==> src/rtl/video_timing_pkg.sv <==
// Shared types and standard display-mode constants for the raster timing generator.
// Each mode carries porch/sync widths, sync polarities and the nominal pixel rate.
package video_timing_pkg;

   typedef struct packed {
      logic hsync;
      logic vsync;
      logic hblank;
      logic vblank;
      logic visible;
      logic line_start;
      logic frame_start;
   } timing_flags_t;

   typedef struct packed {
      int h_visible;
      int h_front;
      int h_sync;
      int h_back;
      int v_visible;
      int v_front;
      int v_sync;
      int v_back;
      bit h_pol;
      bit v_pol;
      int pix_khz;
   } video_mode_t;

   localparam video_mode_t MODE_640X480_60 = '{
      h_visible: 640, h_front: 16, h_sync: 96, h_back: 48,
      v_visible: 480, v_front: 10, v_sync: 2, v_back: 33,
      h_pol: 1'b0, v_pol: 1'b0, pix_khz: 25175};

   localparam video_mode_t MODE_800X600_60 = '{
      h_visible: 800, h_front: 40, h_sync: 128, h_back: 88,
      v_visible: 600, v_front: 1, v_sync: 4, v_back: 23,
      h_pol: 1'b1, v_pol: 1'b1, pix_khz: 40000};

   localparam video_mode_t MODE_1024X768_60 = '{
      h_visible: 1024, h_front: 24, h_sync: 136, h_back: 160,
      v_visible: 768, v_front: 3, v_sync: 6, v_back: 29,
      h_pol: 1'b0, v_pol: 1'b0, pix_khz: 65000};

   function automatic int mode_h_total(input video_mode_t m);
      return m.h_visible + m.h_front + m.h_sync + m.h_back;
   endfunction

   function automatic int mode_v_total(input video_mode_t m);
      return m.v_visible + m.v_front + m.v_sync + m.v_back;
   endfunction

endpackage

==> src/rtl/timing_delay_line.sv <==
// Enable-gated WIDTH x DEPTH shift register with asynchronous reset to RST_VAL.
// DEPTH = 0 is a plain wire from input to output.
module timing_delay_line #(
   parameter int               WIDTH   = 1,
   parameter int               DEPTH   = 0,
   parameter logic [WIDTH-1:0] RST_VAL = '0
) (
   input  logic             i_clk,
   input  logic             i_rst_n,
   input  logic             i_en,
   input  logic [WIDTH-1:0] i_d,
   output logic [WIDTH-1:0] o_q
);

   genvar gi;
   generate
      if (DEPTH == 0) begin : g_bypass
         logic unused_ctrl;
         assign unused_ctrl = &{1'b0, i_clk, i_rst_n, i_en};
         assign o_q = i_d;
      end else begin : g_shift
         logic [WIDTH-1:0] stage_reg [DEPTH];
         for (gi = 0; gi < DEPTH; gi++) begin : g_stage
            if (gi == 0) begin : g_head
               always_ff @(posedge i_clk or negedge i_rst_n) begin
                  if (!i_rst_n)  stage_reg[gi] <= RST_VAL;
                  else if (i_en) stage_reg[gi] <= i_d;
               end
            end else begin : g_tail
               always_ff @(posedge i_clk or negedge i_rst_n) begin
                  if (!i_rst_n)  stage_reg[gi] <= RST_VAL;
                  else if (i_en) stage_reg[gi] <= stage_reg[gi-1];
               end
            end
         end
         assign o_q = stage_reg[DEPTH-1];
      end
   endgenerate

endmodule

==> src/rtl/video_timing_generator.sv <==
// Parametrised raster timing generator: position counters, registered sync/blank flags
// decoded from the next position, optional flag delay line, and a frame counter.
module video_timing_generator
   import video_timing_pkg::*;
#(
   parameter int H_VISIBLE       = MODE_640X480_60.h_visible,
   parameter int H_FRONT_PORCH   = MODE_640X480_60.h_front,
   parameter int H_SYNC_TIME     = MODE_640X480_60.h_sync,
   parameter int H_BACK_PORCH    = MODE_640X480_60.h_back,
   parameter int V_VISIBLE       = MODE_640X480_60.v_visible,
   parameter int V_FRONT_PORCH   = MODE_640X480_60.v_front,
   parameter int V_SYNC_TIME     = MODE_640X480_60.v_sync,
   parameter int V_BACK_PORCH    = MODE_640X480_60.v_back,
   parameter bit H_SYNC_POL      = MODE_640X480_60.h_pol,
   parameter bit V_SYNC_POL      = MODE_640X480_60.v_pol,
   parameter int POS_WIDTH       = 11,
   parameter int SYNC_DELAY      = 0,
   parameter int FRAME_CNT_WIDTH = 8
) (
   input  logic                       i_clk,
   input  logic                       i_rst_n,
   input  logic                       i_pix_en,
   input  logic                       i_restart,
   output logic [POS_WIDTH-1:0]       o_hpos,
   output logic [POS_WIDTH-1:0]       o_vpos,
   output logic                       o_hsync,
   output logic                       o_vsync,
   output logic                       o_hblank,
   output logic                       o_vblank,
   output logic                       o_visible,
   output logic                       o_line_start,
   output logic                       o_frame_start,
   output logic [FRAME_CNT_WIDTH-1:0] o_frame_count
);

   localparam int H_SYNC_START = H_VISIBLE + H_FRONT_PORCH;
   localparam int H_SYNC_END   = H_SYNC_START + H_SYNC_TIME;
   localparam int H_TOTAL      = H_SYNC_END + H_BACK_PORCH;
   localparam int V_SYNC_START = V_VISIBLE + V_FRONT_PORCH;
   localparam int V_SYNC_END   = V_SYNC_START + V_SYNC_TIME;
   localparam int V_TOTAL      = V_SYNC_END + V_BACK_PORCH;

   localparam logic [POS_WIDTH-1:0] H_VIS_P   = POS_WIDTH'(H_VISIBLE);
   localparam logic [POS_WIDTH-1:0] H_SS_P    = POS_WIDTH'(H_SYNC_START);
   localparam logic [POS_WIDTH-1:0] H_SE_P    = POS_WIDTH'(H_SYNC_END);
   localparam logic [POS_WIDTH-1:0] H_LAST_P  = POS_WIDTH'(H_TOTAL - 1);
   localparam logic [POS_WIDTH-1:0] V_VIS_P   = POS_WIDTH'(V_VISIBLE);
   localparam logic [POS_WIDTH-1:0] V_SS_P    = POS_WIDTH'(V_SYNC_START);
   localparam logic [POS_WIDTH-1:0] V_SE_P    = POS_WIDTH'(V_SYNC_END);
   localparam logic [POS_WIDTH-1:0] V_LAST_P  = POS_WIDTH'(V_TOTAL - 1);

   generate
      if (H_VISIBLE < 1 || H_FRONT_PORCH < 1 || H_SYNC_TIME < 1 || H_BACK_PORCH < 1 ||
          V_VISIBLE < 1 || V_FRONT_PORCH < 1 || V_SYNC_TIME < 1 || V_BACK_PORCH < 1 ||
          SYNC_DELAY < 0 || SYNC_DELAY > 15 ||
          H_TOTAL - 1 >= (1 << POS_WIDTH) || V_TOTAL - 1 >= (1 << POS_WIDTH)) begin : g_param_check
         $error("video_timing_generator: illegal timing parameters or POS_WIDTH too narrow");
      end
   endgenerate

   // Sync XNOR polarity: in-range drives the active level, otherwise the inactive one.
   function automatic timing_flags_t decode(input logic [POS_WIDTH-1:0] h,
                                            input logic [POS_WIDTH-1:0] v);
      timing_flags_t f;
      f.hsync       = ((h >= H_SS_P) && (h < H_SE_P)) ~^ H_SYNC_POL;
      f.vsync       = ((v >= V_SS_P) && (v < V_SE_P)) ~^ V_SYNC_POL;
      f.hblank      = (h >= H_VIS_P);
      f.vblank      = (v >= V_VIS_P);
      f.visible     = !f.hblank && !f.vblank;
      f.line_start  = (h == '0);
      f.frame_start = (h == '0) && (v == '0);
      return f;
   endfunction

   localparam timing_flags_t FLAGS_RST = decode(H_LAST_P, V_LAST_P);

   logic [POS_WIDTH-1:0]       hpos_reg, hpos_next;
   logic [POS_WIDTH-1:0]       vpos_reg, vpos_next;
   logic [FRAME_CNT_WIDTH-1:0] frame_count_reg;
   timing_flags_t              flags_reg;
   timing_flags_t              flags_dly;
   logic                       frame_wrap;

   always_comb begin
      hpos_next = hpos_reg;
      vpos_next = vpos_reg;
      if (i_restart) begin
         hpos_next = '0;
         vpos_next = '0;
      end else if (hpos_reg == H_LAST_P) begin
         hpos_next = '0;
         vpos_next = (vpos_reg == V_LAST_P) ? '0 : vpos_reg + 1'b1;
      end else begin
         hpos_next = hpos_reg + 1'b1;
      end
   end

   // A restart that lands on the natural wrap still yields a single (0,0), so one count.
   assign frame_wrap = (hpos_next == '0) && (vpos_next == '0);

   always_ff @(posedge i_clk or negedge i_rst_n) begin
      if (!i_rst_n) begin
         hpos_reg        <= H_LAST_P;
         vpos_reg        <= V_LAST_P;
         flags_reg       <= FLAGS_RST;
         frame_count_reg <= '1;
      end else if (i_pix_en) begin
         hpos_reg  <= hpos_next;
         vpos_reg  <= vpos_next;
         flags_reg <= decode(hpos_next, vpos_next);
         if (frame_wrap) frame_count_reg <= frame_count_reg + 1'b1;
      end
   end

   timing_delay_line #(
      .WIDTH   ($bits(timing_flags_t)),
      .DEPTH   (SYNC_DELAY),
      .RST_VAL (FLAGS_RST)
   ) u_delay (
      .i_clk   (i_clk),
      .i_rst_n (i_rst_n),
      .i_en    (i_pix_en),
      .i_d     (flags_reg),
      .o_q     (flags_dly)
   );

   assign o_hpos        = hpos_reg;
   assign o_vpos        = vpos_reg;
   assign o_hsync       = flags_dly.hsync;
   assign o_vsync       = flags_dly.vsync;
   assign o_hblank      = flags_dly.hblank;
   assign o_vblank      = flags_dly.vblank;
   assign o_visible     = flags_dly.visible;
   assign o_line_start  = flags_dly.line_start;
   assign o_frame_start = flags_dly.frame_start;
   assign o_frame_count = frame_count_reg;

endmodule

==> config.mk <==
export PLATFORM = sky130hd
export DESIGN_NAME = video_timing_generator
export DESIGN_NICKNAME = d
export VERILOG_FILES = /design/src/rtl/video_timing_pkg.sv /design/src/rtl/timing_delay_line.sv /design/src/rtl/video_timing_generator.sv
export SDC_FILE = /design/constraint.sdc
export NUM_CORES = 1
export LEC_CHECK = 0
export BUFFER_PORTS_ARGS = -buffer_cell sky130_fd_sc_hd__buf_2
export CAP_MARGIN = 20
export CORE_MARGIN = 1
export CORE_UTILIZATION = 57
export CTS_CLUSTER_SIZE = 16
export DETAILED_ROUTE_END_ITERATION = 10
export PLACE_DENSITY = 0.82
export SETUP_SLACK_MARGIN = 0.15
export SYNTH_ARGS = -nofsm -noshare
export SYNTH_HDL_FRONTEND = slang
export SYNTH_SLANG_ARGS = --single-unit
==> constraint.sdc <==
create_clock -name i_clk -period 3.5 [get_ports i_clk]
set_input_delay 0.35 -clock i_clk [delete_from_list [all_inputs] [get_ports i_clk]]
set_output_delay 0.35 -clock i_clk [all_outputs]
set_load 0.05 [all_outputs]
==> summary.txt <==
GRT
  – GRT overflow: 0
  – Gr usage total: 28.1%
  – Largest net degree at the start of global routing: 38
  – Initial antenna violation count: 0
  – Vias in the first global route: about 2200
  – First-pass GRT wire length: 10800 um

Critical path
  – Required @ worst endpoint: ~3700 ps
  – CP Capture Type: flip-flop
  – Startpoint Class: flip-flop
  – Max FO, Critical Path: 12
  – Reg2reg end: o_frame_count[1]
  – FF-to-FF setup slack: 460 ps
  – R2R depth: 8
  – Critical path arrival: about 3300 ps
  – RR Startpoint: o_hpos[0]
  – WS Path Type: flip-flop to flip-flop

Route
  – DRC violations left: 0
  – Vias per cell: 6.63
  – WL per Instance: 17.5 um
  – DR pass1 iterations: 5
  – Detail Route Antenna Nets: 0
  – Overall routed net length: 6440 um
  – First DRT Iteration DRCs: 401
  – Via count: 2438

Yosys
  – Sequential fraction of the synthesis area: a little over a third
  – Post-synth top flop: dfstp_2
  – Syn Area/Cell: 8.96 um2
  – Synth Area in Compound Gates: 20.4%
  – Post-Syn Instances: approximately 290
  – Adder-Cell Fraction of Synth Area: around 1.9%
  – Synth Area in XOR/XNOR: 5.69%
  – Syn Nets: 300
  – Netlist Area Pre-Place: approximately 0.0026 mm2
  – Share of flip-flops with an asynchronous set or reset: 100%
  – Synth cell types: 63
  – Number of enable flip-flop cells after synthesis: 0
  – Synth Area in Simple Gates: 25.0%
  – Synth warnings: 0
  – #FFs+latches synth: 37
  – Mux cell area share after synthesis: 3.06%
  – Largest family of logic cells by synthesized area: simple AND/OR/NAND/NOR gates

Finish
  – Util after Layout: 65.2%
  – Fin area: around 0.0029 mm2
  – P&R area growth vs syn: 9.18%
  – Nets: 323
  – Antenna Diode Count: 0
  – Share of layout cells above drive strength 1: between 20% and 30%

Power
  – Net Sw Frac: between 30 and 40%
  – Max IR drop VDD: 0.445 mV
  – NetSw: around 0.50 mW
  – Leakage power: around 1.1 nW
  – Register share of total power: approximately 42%
  – Logic pwr share: 28.5%
  – PwrDens: approximately 460 mW/mm2
  – Clock power share: 29.3%
  – Int Pwr: 0.820 mW

STA
  – Setup tns final: 0 ps
  – Min Tclk post-route: 3040 ps
  – Hold slack: 128 ps
  – Max-slew violations: 0
  – Period Utilization, post-route: 86.8%
  – Maximum clock rate: 0.329 GHz
  – RSZ-0062 raised after global routing: false
  – Final Hold Viols: 0
  – Final Skew: between 7 and 8 ps
  – Worst relative slew slack: 46.3%
  – Worst-margin pin slew: 806 ps
  – Final setup viols: 0

Floorplanning
  – Rows: 24
  – Chip Width: 69.8 um
  – Core area: 0.00438 mm2
  – Die height: 69.8 um
  – IO Count: 41
  – Initial Util: between 50% and 60%
  – Die area: around 0.0049 mm2

Clocking
  – CTS H-tree depth: 2
  – CTS clk-pin slew, worst paths: around 80 ps
  – CTS root buf: clkbuf_8
  – Post-CTS Hold Buffers: 0
  – Post CTS Setup Buffer Count: 0
  – Clock sink count: 37
  – CTS buffer count: 5
  – CTS tree: yes
  – Clock Path Buffers: 2
  – Post_cts resized: 0
  – Worst-Skew Late Latency: approximately 300 ps

Placement
  – Port Buffers: 40
  – DP HPWL: about 4300 um
  – Placed cell areas: roughly 0.0027 mm2
  – Final GP Congestion: 0.945

Hold path
  – Hold Crit Class: input pin to async pin

Run
  – MaxCap Viol Count: 0

Status
  – Status: finished, final reports clean
logic make-up (layout without fill, tap and decap cells):
group           count (synthesis)  after routing
buf+inv                        36             60
mux                             7              7
flops                          37             37
xor+xnor                       17             17
simple gates                  114            114
compound gates                 77             77
fa+ha+maj                       4              4
metal layers:
metal,track usage [%],vias to the layer above,wire (um)
met3,6.10,11,543
li1,-,1124,-
met2,41.6,144,3020
met1,40.6,1159,2780
met5,0,-,0
met4,9.56,0,96
Yosys cell counts, types with 2 or more instances:
master,number,area share [%]
inv_1,9,1.3
o2bb2ai_1,3,1.0
a21o_1,2,0.57
dfstp_2,22,22
or4_1,2,0.57
mux2i_1,2,0.76
buf_6,4,1.7
o21ai_0,18,3.4
nand4_1,9,2.2
a21oi_1,13,2.5
xnor2_1,13,4.3
nor2_1,23,3.3
o41ai_1,2,0.67
a22o_1,2,0.67
o211ai_1,2,0.57
or3_1,2,0.48
o211a_1,2,0.76
buf_2,7,1.3
or2_2,2,0.48
ha_1,4,1.9
o22ai_1,4,0.96
dfrtp_1,15,14
clkbuf_1,10,1.4
mux2_2,4,1.7
nor3_1,7,1.3
xor2_1,4,1.3
a31oi_1,6,1.4
nand2_4,2,0.86
and3_1,12,2.9
nor4_4,2,1.6
o31ai_1,10,2.9
nand2_1,23,3.3
buf_4,5,1.4
nand3_1,15,2.9
nor2b_1,2,0.48
area by class of cell:
type,count,area (um2)
flip-flops and latches,37,953
multi-input cells,219,1470
clock inverters,3,46.3
well taps,52,65.1
repair buffers,42,215
inverters,10,40.0
clock buffers,5,68.8
fillers,384,1530
worst max path at each step:
stage / from / endpoint / slack, ps / depth (start not counted)
final: o_hpos[0] / o_frame_count[1] / 460 / 8
after global routing: o_hpos[0] / o_frame_count[1] / 250 / 8
after CTS: o_hpos[0] / o_frame_count[1] / 370 / 8
after detailed placement: o_hpos[1] / o_frame_count[1] / 400 / 8
after global placement: o_hpos[0] / o_frame_count[1] / 480 / 8
after floorplan: o_hpos[1] / o_frame_count[1] / 630 / 11
power by group through the flow:
stage          sequential, mW  combinational (mW)  clock, mW
2_1_floorplan           0.701               0.152          0
3_3_place_gp            0.558               0.367          0
3_5_place_dp            0.561               0.374          0
4_1_cts                 0.555               0.376      0.390
5_1_grt                 0.565               0.400      0.409
6_report                0.555               0.375      0.385
layout by cell type (no fill, tap or decap), drive strengths merged, types with 8 or more instances in the layout:
master	count
buf	42
nand2	25
nor2	23
dfstp	22
o21ai	19
nand3	16
dfrtp	15
a21oi	14
xnor2	13
and3	12
o31ai	10
inv	10
nand4	9
nor3	8
per-stage QoR:
stage / instances / worst slack, ps / power [mW]
global placement: 360 / 482 / 0.925
detailed placement: 360 / 396 / 0.935
CTS: 368 / 371 / 1.32
global route: 368 / 249 / 1.37
finish: 368 / 462 / 1.32
floorplan: 292 / 633 / 0.853
critical path, stage by stage (launching register included):
cell     delay (ps)
dfstp_2         620
ha_1            360
and4_4          340
nand3_2         250
nand2_1         340
a21oi_1         120
nor3_2          520
nand2_4         110
mux2_4          310
Note: power is estimated with default switching activity, not from simulation.
